File: src/rtl/lcd1602_screen_ctrl_if.sv
// Application-side and drive-side signal bundle for lcd1602_screen_ctrl.
// The controller uses the slave modport; the application/drive side uses master.
interface lcd1602_screen_ctrl_if;
  logic        wr_en;
  logic [4:0]  wr_addr;
  logic [7:0]  wr_char;
  logic        refresh_all;
  logic        busy;
  logic        timeout_err;
  logic        drv_ready;
  logic        drv_done;
  logic        drv_show_flag;
  logic [15:0] drv_addr_data;

  modport master (
    output wr_en, wr_addr, wr_char, refresh_all, drv_ready, drv_done,
    input  busy, timeout_err, drv_show_flag, drv_addr_data
  );

  modport slave (
    input  wr_en, wr_addr, wr_char, refresh_all, drv_ready, drv_done,
    output busy, timeout_err, drv_show_flag, drv_addr_data
  );
endinterface

File: src/rtl/lcd1602_screen_ctrl.sv
// 2x16 frame buffer with per-cell dirty tracking, serialising changed cells onto lcd1602_drive.
// Define LCD_SCREEN_DEDUP_EN to suppress dirty marking for writes that leave a cell unchanged.
module lcd1602_screen_ctrl #(
  parameter logic [7:0]  ROW0_BASE    = 8'h80,
  parameter logic [7:0]  ROW1_BASE    = 8'hC0,
  parameter logic [23:0] DONE_TIMEOUT = 24'd5_000_000
) (
  input logic                 clk,
  input logic                 rst,
  lcd1602_screen_ctrl_if.slave bus
);

  typedef enum logic [1:0] {
    S_WAIT_READY,
    S_SCAN,
    S_ISSUE,
    S_WAIT_DONE
  } state_t;

  state_t      state;
  logic [7:0]  char_buf [32];
  logic [31:0] dirty;
  logic [4:0]  ptr;
  logic [23:0] tmo_cnt;
  logic        show_flag;
  logic [15:0] addr_data;
  logic        tmo_err;
  logic        wr_mark;
  logic [7:0]  row_base;

  always_comb begin
    wr_mark = bus.wr_en;
`ifdef LCD_SCREEN_DEDUP_EN
    wr_mark = bus.wr_en && (char_buf[bus.wr_addr] != bus.wr_char);
`endif
    row_base = ptr[4] ? ROW1_BASE : ROW0_BASE;
  end

  // Dirty updates are ordered so later sets override the issue-time clear.
  always_ff @(posedge clk) begin
    if (rst) begin
      state     <= S_WAIT_READY;
      ptr       <= '0;
      dirty     <= '1;
      tmo_cnt   <= '0;
      show_flag <= 1'b0;
      addr_data <= '0;
      tmo_err   <= 1'b0;
      for (int unsigned i = 0; i < 32; i++) char_buf[i[4:0]] <= 8'h20;
    end else begin
      show_flag <= 1'b0;
      tmo_err   <= 1'b0;
      case (state)
        S_WAIT_READY: begin
          if (bus.drv_ready) state <= S_SCAN;
        end
        S_SCAN: begin
          if (dirty[ptr]) state <= S_ISSUE;
          else            ptr   <= ptr + 5'd1;
        end
        S_ISSUE: begin
          show_flag  <= 1'b1;
          addr_data  <= {row_base + {4'd0, ptr[3:0]}, char_buf[ptr]};
          dirty[ptr] <= 1'b0;
          tmo_cnt    <= '0;
          state      <= S_WAIT_DONE;
        end
        S_WAIT_DONE: begin
          if (bus.drv_done) begin
            ptr   <= ptr + 5'd1;
            state <= S_WAIT_READY;
          end else if (tmo_cnt == DONE_TIMEOUT - 24'd1) begin
            tmo_err    <= 1'b1;
            dirty[ptr] <= 1'b1;
            state      <= S_WAIT_READY;
          end else begin
            tmo_cnt <= tmo_cnt + 24'd1;
          end
        end
        default: state <= S_WAIT_READY;
      endcase
      if (bus.wr_en)       char_buf[bus.wr_addr] <= bus.wr_char;
      if (wr_mark)         dirty[bus.wr_addr]    <= 1'b1;
      if (bus.refresh_all) dirty                 <= '1;
    end
  end

  assign bus.busy          = (|dirty) | (state != S_SCAN);
  assign bus.timeout_err   = tmo_err;
  assign bus.drv_show_flag = show_flag;
  assign bus.drv_addr_data = addr_data;

endmodule

File: src/flat_wrapper.sv
// flat-port wrapper written by rule: the top's interface ports become plain ports
module lcd1602_screen_ctrl_flat 
#(
  parameter logic [7:0]  ROW0_BASE    = 8'h80,
  parameter logic [7:0]  ROW1_BASE    = 8'hC0,
  parameter logic [23:0] DONE_TIMEOUT = 24'd5_000_000
)
  (clk, rst, bus_wr_en, bus_wr_addr, bus_wr_char, bus_refresh_all, bus_drv_ready, bus_drv_done, bus_busy, bus_timeout_err, bus_drv_show_flag, bus_drv_addr_data);
  lcd1602_screen_ctrl_if bus_i ();
  input logic clk;
  input logic rst;
  input wire logic [$bits(bus_i.wr_en)-1:0] bus_wr_en;
  input wire logic [$bits(bus_i.wr_addr)-1:0] bus_wr_addr;
  input wire logic [$bits(bus_i.wr_char)-1:0] bus_wr_char;
  input wire logic [$bits(bus_i.refresh_all)-1:0] bus_refresh_all;
  input wire logic [$bits(bus_i.drv_ready)-1:0] bus_drv_ready;
  input wire logic [$bits(bus_i.drv_done)-1:0] bus_drv_done;
  output wire logic [$bits(bus_i.busy)-1:0] bus_busy;
  output wire logic [$bits(bus_i.timeout_err)-1:0] bus_timeout_err;
  output wire logic [$bits(bus_i.drv_show_flag)-1:0] bus_drv_show_flag;
  output wire logic [$bits(bus_i.drv_addr_data)-1:0] bus_drv_addr_data;
  assign bus_i.wr_en = bus_wr_en;
  assign bus_i.wr_addr = bus_wr_addr;
  assign bus_i.wr_char = bus_wr_char;
  assign bus_i.refresh_all = bus_refresh_all;
  assign bus_i.drv_ready = bus_drv_ready;
  assign bus_i.drv_done = bus_drv_done;
  assign bus_busy = bus_i.busy;
  assign bus_timeout_err = bus_i.timeout_err;
  assign bus_drv_show_flag = bus_i.drv_show_flag;
  assign bus_drv_addr_data = bus_i.drv_addr_data;
  lcd1602_screen_ctrl #(.ROW0_BASE(ROW0_BASE), .ROW1_BASE(ROW1_BASE), .DONE_TIMEOUT(DONE_TIMEOUT)) u_core (.clk(clk), .rst(rst), .bus(bus_i));
endmodule
File: config.mk
export PLATFORM = sky130hd
export DESIGN_NAME = lcd1602_screen_ctrl_flat
export DESIGN_NICKNAME = d
export VERILOG_FILES = /design/src/rtl/lcd1602_screen_ctrl_if.sv /design/src/rtl/lcd1602_screen_ctrl.sv /design/src/flat_wrapper.sv
export SDC_FILE = /design/constraint.sdc
export NUM_CORES = 1
export LEC_CHECK = 0
export ABC_AREA = 1
export ABC_CLOCK_PERIOD_IN_PS = 2900
export CORE_ASPECT_RATIO = 1.2
export CORE_MARGIN = 1.5
export CORE_UTILIZATION = 35
export CTS_CLUSTER_SIZE = 28
export DETAILED_ROUTE_END_ITERATION = 16
export DONT_BUFFER_PORTS = 1
export GPL_TIMING_DRIVEN = 0
export PLACE_DENSITY_LB_ADDON = 0.25
export SLEW_MARGIN = 20
export SYNTH_ARGS = -nofsm -noshare
export SYNTH_HDL_FRONTEND = slang
export SYNTH_SLANG_ARGS = --single-unit
export TNS_END_PERCENT = 20
File: constraint.sdc
create_clock -name clk -period 2.9 [get_ports clk]
set_clock_uncertainty 0.15 [all_clocks]
set_input_delay 0.435 -clock clk [delete_from_list [all_inputs] [get_ports clk]]
set_output_delay 0.435 -clock clk [all_outputs]
set_load 0.05 [all_outputs]
Yosys cells after proc, flatten, opt, wreduce, memory -nomap -nowiden
Memories as Yosys holds them, arrays and structs flattened. A register that Yosys moved wholly into a read port is not among the register bits.
Cells that the tools add are included.

operators by class
  $add $sub $neg = 3
  magnitude comparators = 4
  equal/unequal tests = 12
  multiplexer cells = 33
  bitwise gates (word level) = 6
  reductions and logical operators = 12

operator list
  kind                     number
  $mux W32                 4
  $or A32 B32 Y32          2
  $pmux W32 S2             1
  $mux W24                 2
  $pmux W24 S2             1
  $and A32 B32 Y32         1
  $not A32 Y32             1
  $reduce_or A32 Y1        1
  $add A24 B1 Y24 const B  1
  $eq A24 B23 Y1 const B   1
  $mux W5                  3
  $lt A5 B6 Y1 const B     2
  $mux W1                  11
  $demux W1 S5             2
  $ge A5 B1 Y1 const B     2
  $ne A2 B2 Y1 const B     5
  $pmux W5 S2              1
  $reduce_and A3 Y1        3
  $add A8 B4 Y8            1
  $mux W2                  4
  $mux W8                  1
  $pmux W2 S4              1
  $reduce_or A8 Y1         1
  $mux W7                  1
  other kinds (13)         17

storage, ports and cells
  register bits after elaboration = 81
  bits in writable memories = 256
  input port bits = 19
  logic and storage cells = 78
  memories kept = 1

memory list
  name             words  bits a word  rd ports  clocked after memory_dff  write ports  RTL line                   source
  u_core.char_buf  32     8            1         1                         32           lcd1602_screen_ctrl.sv:21  logic [7:0] char_buf [32];

Depth between registers and ports, before layout
Gate-level depths: netlist (run 1).

  depth in word-level cells = 11
  depth in mapped cells = 13
  gate-level depth less buffers = 12

Worst setup path after synthesis (run 1)
No wires, ideal clock.

  path type = register -> register
  from = register u_core.ptr[0]
  to = register u_core.dirty[16]
  library setup time = 134 ps
  arrival time = 1729 ps
  data required time = 2616 ps
  setup slack = 887 ps
  stages on the path, launching flop included = 11
  cells stage by stage = dfxtp_1 > inv_2 > buf_2 > buf_6 > clkbuf_1 > ha_1 > inv_1 > nor2_1 > o21ai_0 > a21oi_1 > nand3_1

on the way
  cells in the longest elaborated chain, start to end = 11

RTL lines
  what                                                                RTL line                                              source
  start: declaration                                                  lcd1602_screen_ctrl.sv:23                             logic [4:0] ptr;
  start signal: assignment                                            lcd1602_screen_ctrl.sv:59                             else ptr <= ptr + 5'd1;
  start signal: assignment                                            lcd1602_screen_ctrl.sv:70                             ptr <= ptr + 5'd1;
  $lt A5 B6 Y1 (implied by the code) or $ge A5 B1 Y1 (tied branches)  lcd1602_screen_ctrl.sv:64, lcd1602_screen_ctrl.sv:74
  $logic_and A1 B1 Y1 (implied by the code)                           lcd1602_screen_ctrl.sv:64, lcd1602_screen_ctrl.sv:74
  $mux W1 (implied by the code)                                       lcd1602_screen_ctrl.sv:64, lcd1602_screen_ctrl.sv:74
  $demux W1 S5 *                                                      -
  $or A32 B32 Y32 (no source line)                                    -
  $mux W32                                                            lcd1602_screen_ctrl.sv:72                             end else if (tmo_cnt == DONE_TIMEOUT - 24'd1) begin
  $mux W32                                                            lcd1602_screen_ctrl.sv:69                             if (bus.drv_done) begin
  $pmux W32 S2 *                                                      lcd1602_screen_ctrl.sv:53                             case (state)
  $mux W32 *                                                          lcd1602_screen_ctrl.sv:41                             if (rst) begin
  $or A32 B32 Y32 (no source line)                                    -
  $mux W32 *                                                          lcd1602_screen_ctrl.sv:83                             if (wr_mark) dirty[bus.wr_addr] <= 1'b1;
  end signal: assignment                                              lcd1602_screen_ctrl.sv:44                             dirty <= '1;
  end signal: indexed assignment                                      lcd1602_screen_ctrl.sv:83
  end signal: assignment                                              lcd1602_screen_ctrl.sv:84                             if (bus.refresh_all) dirty <= '1;
  end: declaration                                                    lcd1602_screen_ctrl.sv:22                             logic [31:0] dirty;

Every way passes the cells marked *; elsewhere a longest branch is shown, timed or not. The select of a mux whose other input is x is not followed.
A chain may end at the register's enable or synchronous reset.

==> metrics, run 1 <==
htree depth 2; die area 0.0486 sq mm; r2r endpoint u_core.bus.drv_addr_data[2]; Die Y 241 um; DRT Pass-1 Iters 6; Post-synth EDFFs 256; R2R cell count 9; Setup Crit Path Kind flop to flop; slowest CP cell dfxtp_1; Worst Path Max Fanout 10; Die X 201 um; DR vias 14436; drt drc 0; Syn-to-layout area delta 12.3%; n_diodes 0; number of global-route vias before repair 13784; Slew Limit Fails 0; layout cell share with drive strength beyond 1 6.73%; end-of-flow core utilization 39.7%; Max Clk Rate 344 MHz; TritonCTS buffer count 37; PnR worst setup slack -9.10 ps; Final nets 2050; Post-synth ARST share 0%; pre-CTS WS -103 ps; cell family with most CP delay buffers and inverters; CTS root buf clkbuf_16; CTS sink count 335; Max Cap Violations 0; VDD IR max 435 uV; post-synth top area share 46.5%; Port Buffers 0; WL final 59200 um; Yosys reg bits 335; DR vias/cell 5.40; cell breakdown of the critical path buf_2 > clkbuf_1 > o21ai_0 > o22ai_1 > nand2_1 > nand4_1 > nor2_1 > a21o_1 > inv_1; final worst-path cycle share 100%; hold slack final 26.6 ps; Yosys top cell by area edfxtp_1; initial DRC count 1610; hold depth 4; Yosys cell types 45; post-layout minimum cycle time 2910 ps; Rows 87; leakage 6.85 nW; GP Congestion 0.950; clock slew at reported path FFs 60 ps; failing checks negative setup slack; post-DP HPWL 43300 um; first-pass GRT wire length 86200 um; syn avg cell area 8.36 sq um; initial core utilization 35.3%; status complete, but fails checks; CTS tree built; final antenna-violating net count 0; CP endpoint kind flop; GRT Total Usage 24.1%; Routed wire per std cell 22.1 um; Critical R2R Launch u_core.ptr[1]; Remaining Overflow, GRT 0; final setup vio count 1; Hold Crit Start bus_refresh_all; CP bufs+invs 3; Worst Hold Class primary input to flop; Hold EP u_core.dirty[18]; Worst EP arrival 3240 ps; core area 0.0468 sq mm; Synth Flop Type edfxtp_1; power density cells 735 mW/mm^2; worst-margin pin slew 1170 ps; Synthesis Warnings 0; Synth Instances 1979; synth top area cells edfxtp_1 46%, nor2_1 11%, dfxtp_1 9.6%; slowest stage delay, CP 490 ps; flop2flop setup slack -9 ps; final instance area 0.0186 sq mm; worst skew pair latency 540 ps; initial antenna violation count 0; CP required 3230 ps; Setup crit start kind flop; clock tree buffer depth 3; RSZ-0062 raised after global routing yes; Post-DP Area 0.0173 sq mm; pin count of the biggest net entering global routing 14; synthesized area 0.0165 sq mm; final hold vios 0; sequential element share of the synthesized area 56.0%; Rel. slew slack 21.4%; IO Count 38
## layout make-up
type | instances | area, sq um
Sequential cell | 335 | 9270
Inverter | 169 | 636
Multi-Input combinational cell | 1358 | 6180
Timing Repair Buffer | 3 | 27.5
Clock buffer | 49 | 1010
Clock inverter | 18 | 138
Buffer | 118 | 536
Fill cell | 4795 | 28200
Tap cell | 623 | 779
## state kept, by name, summed over array words and instances, names as in the netlist
register,flops
u_core.ptr,5
u_core.bus.drv_addr_data,14
u_core.char_buf,256
u_core.bus.timeout_err,1
u_core.bus.drv_show_flag,1
u_core.tmo_cnt,24
u_core.state,2
u_core.dirty,32
## Yosys cell counts (3+ instances only)
| cell type | instances |
|---|---|
| o21ai_2 | 10 |
| nor3_2 | 4 |
| o31ai_1 | 3 |
| nor3_1 | 23 |
| nand2_1 | 358 |
| o21ai_0 | 178 |
| ha_1 | 9 |
| dfxtp_1 | 79 |
| nand2_2 | 7 |
| buf_6 | 4 |
| nand4_1 | 29 |
| nand3_1 | 74 |
| buf_1 | 6 |
| o22ai_1 | 59 |
| buf_4 | 6 |
| nor4_1 | 8 |
| buf_2 | 29 |
| o21ai_1 | 4 |
| inv_1 | 164 |
| edfxtp_1 | 256 |
| a21oi_1 | 68 |
| xor2_1 | 5 |
| clkbuf_1 | 73 |
| a21o_1 | 5 |
| nor2_1 | 492 |
## what timing repair did
| item | CTS | global route |
|---|---|---|
| buffers inserted | 1 | 0 |
| resized for setup | 10 | 8 |
| hold buffers | 2 | 0 |
| setup endpoints to repair | 8 | 7 |
| pin swaps | 5 | 4 |
| endpoints found under the hold margin | 1 | 0 |
## power breakdown
group / switching (W) / total, W / internal (W)
sequential: 0.000508 / 0.00605 / 0.00554
clock: 0.00199 / 0.00463 / 0.00264
combinational: 0.00216 / 0.00298 / 0.000819
total: 0.00466 / 0.0137 / 0.00900
## metal layers
| metal | global-route usage [%] | wire length, um |
|---|---|---|
| met1 | 28.7 | 22900 |
| met3 | 3.85 | 4450 |
| met2 | 41.1 | 28200 |
| met4 | 14.5 | 3570 |
| met5 | 0 | 0 |
## cells by family after synthesis
kind of cell / synth area share [%]
xor gates and xnor gates: 0.318
DFF: 56.0
buffers and inverters: 7.06
and+or+nand+nor: 25.0
adders and majority gates: 0.681
other: 0.0227
AOI/OAI and AO/OA: 10.9
## per-stage QoR
| stage | setup TNS [ps] | power (W) | cells |
|---|---|---|---|
| 4_1_cts | -43.1 | 0.0136 | 2673 |
| 3_5_place_dp | -1440 | 0.00902 | 2603 |
| 3_3_place_gp | -727 | 0.00898 | 2603 |
| 5_1_grt | -81.1 | 0.0142 | 2673 |
| 2_1_floorplan | 0 | 0.00791 | 1980 |
| 6_report | -9.10 | 0.0137 | 2673 |
## tightest hold or removal path, delay by kind of cell
family / cells / cell delay (ps)
AO/OA/AOI/OAI: 2 / 90
AND/OR/NAND/NOR: 2 / 150
## how the worst max path moves through the flow
stage,start,end,slack [ps],cells past startpoint
6_report,u_core.ptr[1],u_core.bus.drv_addr_data[2],-9,9
5_1_grt,u_core.ptr[1],u_core.bus.drv_addr_data[2],-50,9
4_1_cts,u_core.dirty[22],bus_busy,-40,4
3_5_place_dp,u_core.ptr[1],u_core.dirty[16],-100,9
3_3_place_gp,rst,u_core.char_buf[15][3],-50,4
2_1_floorplan,u_core.ptr[0],u_core.dirty[16],890,10
## cell usage in the layout (no fill, tap or decap), drive strengths merged, types with 30 or more instances in the layout
cell type and count:
inv 167, o22ai 59, a21oi 68, nand4 30
nand3 76, nand2 366, o21ai 192, buf 47
clkbuf 121, edfxtp 256, dfxtp 79, nor2 495
Power figures use the tool's default switching activity.
==> run 2: changes to the inputs <==
--- a/config.mk
+++ b/config.mk
@@ -6,9 +6,8 @@
 export NUM_CORES = 1
 export LEC_CHECK = 0
 export ABC_AREA = 1
-export ABC_CLOCK_PERIOD_IN_PS = 2900
+export ABC_CLOCK_PERIOD_IN_PS = 2500
 export CORE_ASPECT_RATIO = 1.2
-export CORE_MARGIN = 1.5
 export CORE_UTILIZATION = 35
 export CTS_CLUSTER_SIZE = 28
 export DETAILED_ROUTE_END_ITERATION = 16
==> constraint.sdc (replaced) <==
create_clock -name clk -period 2.5 [get_ports clk]
set_clock_uncertainty 0.15 [all_clocks]
set_input_delay 0.375 -clock clk [delete_from_list [all_inputs] [get_ports clk]]
set_output_delay 0.375 -clock clk [all_outputs]
set_load 0.05 [all_outputs]
==> metrics, run 2 (synthesis gave the netlist of run 1 again) <==
DR vias 14476 (+0.28%); layout cell share with drive strength beyond 1 8.18% (+1.4 points); post-layout minimum cycle time 2770 ps; Setup Crit Path Kind flop to output pin; Hold Crit Start bus_wr_char[1]; cell family with most CP delay simple AND/OR/NAND/NOR gates; CP required 1980 ps (-1250 ps); initial DRC count 1519 (-5.7%); failing checks negative setup slack; PnR worst setup slack -270 ps (-261 ps); CP endpoint kind output pin; Slew Limit Fails 0 (unchanged); Max Cap Violations 0 (unchanged); Critical Path Source u_core.state[1]; initial core utilization 35.8% (+0.41 points); worst-margin pin slew 909 ps (-261 ps); hold slack final 9.76 ps (-16.8 ps); RSZ-0062 raised after global routing yes; clock slew at reported path FFs 60 ps (about the same); final antenna-violating net count 0 (unchanged); TritonCTS buffer count 38 (+2.7%); Max Clk Rate 361 MHz; Final nets 2055 (+0.24%); DRT Pass-1 Iters 6 (unchanged); final worst-path cycle share 111%; Worst Hold Class primary input to flop; Biggest register u_core.char_buf; final instance area 0.0187 sq mm (+0.89%); cell breakdown of the critical path inv_1 > ha_2 > nand4_1 > nor4_4 > nand4_1; Die X 200 um (-0.50%); IO Count 38 (unchanged); CTS root buf clkbuf_16; Port Buffers 0 (unchanged); Rel. slew slack 39.4% (+18 points); Worst EP arrival 2250 ps (-990 ps); post-DP HPWL 43600 um (+0.71%); drt drc 0 (unchanged); Post-DP Area 0.0173 sq mm (about the same); first-pass GRT wire length 87200 um (+1.2%); status complete, but fails checks; Die Y 240 um (-0.41%); VDD IR max 382 uV (-12%); GP Congestion 0.924 (-2.7%); DR vias/cell 5.42 (+0.35%); slowest CP cell nand4_1; Critical R2R Launch u_core.ptr[1]; clock tree buffer depth 3 (unchanged); Routed wire per std cell 22.2 um (+0.35%); pin count of the biggest net entering global routing 15 (+1); Setup crit start kind flop; GRT Total Usage 24.5% (+0.42 points); Syn-to-layout area delta 13.3%; CTS sink count 335 (unchanged); power density cells 853 mW/mm^2 (+16%); Rows 86 (-1.1%); final hold vios 0 (unchanged); initial antenna violation count 0 (unchanged); Worst Path Max Fanout 4 (-6); die area 0.0481 sq mm (-0.91%); top flop regs u_core.char_buf: 256 flops, u_core.dirty: 32 flops, u_core.tmo_cnt: 24 flops; Final Non-Filler Cells 2671 (-0.075%); worst skew pair latency 560 ps (+20 ps); htree depth 2 (unchanged); slowest stage delay, CP 580 ps (+90 ps); most common cell after layout, fill and taps aside nor2_1; max reg flops 256 (unchanged); Remaining Overflow, GRT 0 (unchanged); Crit path top cell by count nand4_1; CTS tree built; leakage 6.94 nW (+1.3%); final setup vio count 2 (+1); Post-Place Cells 2596 (-0.27%); most frequent cells in the layout 489 x nor2_1, 357 x nand2_1, 256 x edfxtp_1; core area 0.0463 sq mm (-1.1%); pre-CTS WS -498 ps (-395 ps); CP bufs+invs 1 (-2); number of global-route vias before repair 14052 (+1.9%); WL final 59300 um (+0.27%); n_diodes 0 (unchanged)
run 2: cell types whose count changed in the layout (fill, tap and decap cells not counted), sizes merged:
cell	before	now
clkinv	17	15
clkinvlp	1	2
dlygate4sd3	2	5
inv	167	168
buf	47	46
clkbuf	121	124
run 2: power breakdown:
group	leakage, nW	switching, W	total [W]	internal, W
logic	3.27	0.00253	0.00352	0.000994
clock network	0.574	0.00235	0.00546	0.00311
registers	3.10	0.000587	0.00701	0.00643
run 2: final cells by class:
| type | count | area (sq um) |
|---|---|---|
| fillers | 4711 | 27500 |
| flip-flops and latches | 335 | 9270 |
| multi-input cells | 1358 | 6240 |
| clock buffers | 50 | 1030 |
| well taps | 616 | 771 |
| inverters | 169 | 638 |
| plain buffers | 118 | 574 |
| clock inverters | 18 | 156 |
| repair buffers | 7 | 65.1 |
run 2: metal layers:
layer | vias up | track usage, % | part of all wire, %
met1 | 6959 | 28.3 | 39
met2 | 652 | 41.1 | 47
met4 | 0 | 18.3 | 7.7
li1 | 6675 | - | -
met5 | - | 0 | 0
met3 | 190 | 4.07 | 6.7
run 2: what timing repair did:
action,CTS,global route
gates resized for setup,44,17
endpoints found under the setup margin,33,40
buffers inserted,0,2
hold buffers,5,0
hold endpoints to repair,12,0
pin swaps,2,2
run 2: path summary, 6_finish.rpt:
path	to	slack [ps]	cells past startpoint
setup / recovery	bus_busy	-270	5
hold / removal	u_core.char_buf[15][1]	10	2
setup reg to reg	u_core.bus.drv_addr_data[6]	-10	9
hold reg to reg	u_core.tmo_cnt[5]	340	2
run 2: through the flow:
step	total power, W	setup TNS, ps	utilization, %
2_1_floorplan	0.00917	0	-
3_3_place_gp	0.0104	-89340	37.4
3_5_place_dp	0.0105	-79560	37.4
4_1_cts	0.0160	-346	40.4
5_1_grt	0.0166	-456	40.5
6_report	0.0160	-283	40.5
==> run 3: changes to the inputs <==
--- a/config.mk
+++ b/config.mk
@@ -14,7 +14,7 @@
 export DONT_BUFFER_PORTS = 1
 export GPL_TIMING_DRIVEN = 0
 export PLACE_DENSITY_LB_ADDON = 0.25
-export SLEW_MARGIN = 20
+export SLEW_MARGIN = 5
 export SYNTH_ARGS = -nofsm -noshare
 export SYNTH_HDL_FRONTEND = slang
 export SYNTH_SLANG_ARGS = --single-unit
==> constraint.sdc (replaced) <==
create_clock -name clk -period 2.5 [get_ports clk]
set_clock_uncertainty 0.15 [all_clocks]
set_input_delay 0.5 -clock clk [delete_from_list [all_inputs] [get_ports clk]]
set_output_delay 0.5 -clock clk [all_outputs]
set_load 0.05 [all_outputs]
==> metrics, run 3 (synthesis gave the netlist of run 1 again) <==
die area 0.0481 sq mm (unchanged); Setup crit start kind flop; flop2flop setup slack 20 ps (+30 ps); DR vias 14425 (-0.35%); Biggest register u_core.char_buf; Max Clk Rate 344 MHz (-4.7%); Worst Path Max Fanout 4 (unchanged); Remaining Overflow, GRT 0 (unchanged); IO Count 38 (unchanged); RSZ-0062 raised after global routing yes; TritonCTS buffer count 38 (unchanged); Rel. slew slack 39.7% (+0.26 points); DRT Pass-1 Iters 6 (unchanged); GP Congestion 0.924 (unchanged); pre-CTS WS -498 ps (unchanged); sw power 0.00547 W (about the same); clock slew at reported path FFs 60 ps (about the same); final antenna-violating net count 0 (unchanged); Switching Fraction 34.2% (about the same); Reg power frac 43.8% (about the same); Rows 86 (unchanged); pin count of the biggest net entering global routing 15 (unchanged); clock share of power 34.1% (about the same); Die Y 240 um (unchanged); CTS sink count 335 (unchanged); Final Non-Filler Cells 2665 (-0.22%); VDD IR max 386 uV (+0.98%); post-layout minimum cycle time 2910 ps (+137 ps); Final nets 2049 (-0.29%); Post-Place Cells 2596 (unchanged); CTS tree built; Worst EP arrival 2260 ps (about the same); PnR worst setup slack -407 ps (-137 ps); GRT Total Usage 24.5% (about the same); max reg flops 256 (unchanged); initial antenna violation count 0 (unchanged); htree depth 2 (unchanged); Post-CTS Setup Inserts 0 (unchanged); CP endpoint kind output pin; most frequent cells in the layout 489 x nor2_1, 357 x nand2_1, 256 x edfxtp_1; Fillers 4710 (-0.021%); worst skew pair latency 570 ps (about the same); Max Cap Violations 0 (unchanged); Post-DP Area 0.0173 sq mm (unchanged); Die X 200 um (unchanged); core area 0.0463 sq mm (unchanged); CP required 1850 ps (-130 ps); number of global-route vias before repair 14069 (+0.12%); CTS root buf clkbuf_16; final worst-path cycle share 116% (+5.5 points); Routed wire per std cell 22.2 um (+0.16%); n_diodes 0 (unchanged); leakage 6.93 nW (-0.22%); Setup Crit Path Kind flop to output pin; drt drc 0 (unchanged); initial core utilization 35.8% (unchanged); internal power 0.0105 W (about the same); WL final 59300 um (about the same); worst-margin pin slew 905 ps (-3.97 ps); most common cell after layout, fill and taps aside nor2_1; power density cells 855 mW/mm^2 (+0.20%); failing checks negative setup slack; final instance area 0.0187 sq mm (-0.19%); final hold vios 0 (unchanged); Worst Hold Class primary input to flop; status complete, but fails checks; layout cell share with drive strength beyond 1 8.39% (+0.22 points); post-DP HPWL 43600 um (unchanged); Port Buffers 0 (unchanged); top flop regs u_core.char_buf: 256 flops, u_core.dirty: 32 flops, u_core.tmo_cnt: 24 flops; initial DRC count 1537 (+1.2%); final setup vio count 1 (-1); Pwr Total 0.0160 W (about the same); Slew Limit Fails 0 (unchanged); first-pass GRT wire length 87200 um (about the same); combinational fraction of design power 22.0% (about the same); DR vias/cell 5.41 (-0.13%); Syn-to-layout area delta 13.1%; clock tree buffer depth 3 (unchanged)
-- run 3: path summary, 6_finish.rpt --
check	startpoint	to	cells after the start
worst max register to register	u_core.ptr[3]	u_core.bus.drv_addr_data[0]	9
worst max-delay path	u_core.state[1]	bus_busy	5
worst min register to register	u_core.tmo_cnt[5]	u_core.tmo_cnt[5]	2
worst min-delay path	bus_drv_done	u_core.dirty[8]	3
-- run 3: power groups by stage --
stage	Sequential [W]	Combinational, W	Clock [W]
2_1_floorplan	0.00699	0.00218	0
3_3_place_gp	0.00710	0.00333	0
3_5_place_dp	0.00711	0.00338	0
4_1_cts	0.00701	0.00344	0.00550
5_1_grt	0.00706	0.00378	0.00574
6_report	0.00701	0.00353	0.00546
-- run 3: area by class of cell --
type	instances	area (sq um)	area share [%]
Buffer	118	579	3.10
Tap cell	616	771	4.12
Clock inverter	18	156	0.836
Clock buffer	50	1030	5.48
Timing Repair Buffer	1	10.0	0.0535
Sequential cell	335	9270	49.6
Multi-Input combinational cell	1358	6250	33.4
Inverter	169	642	3.43
-- run 3: through the flow --
step	util (%)	hold WS, ps	setup TNS [ps]
after floorplan	-	299	0
after global placement	37.4	320	-121630
after detailed placement	37.4	329	-111710
after CTS	40.3	39.2	-638
after global routing	40.4	46.4	-505
final	40.4	72.1	-407
-- run 3: what timing repair did --
item / CTS / global route
resized for setup: 40 / 36
endpoints found under the hold margin: 1 / 0
endpoints found under the setup margin: 33 / 53
pin swaps: 2 / 1
hold buffers: 1 / 0
-- run 3: routing by layer --
layer	global-route usage, %	routed length [um]
met3	4.27	4320
met5	0	0
met4	18.5	4470
met1	28.1	22600
met2	41.0	27800
-- run 3: critical path, cell delays in order (launching register included) --
cell	delay, ps
dfxtp_1	340
inv_1	90
ha_2	220
nand4_1	150
nor4_4	320
nand4_1	580
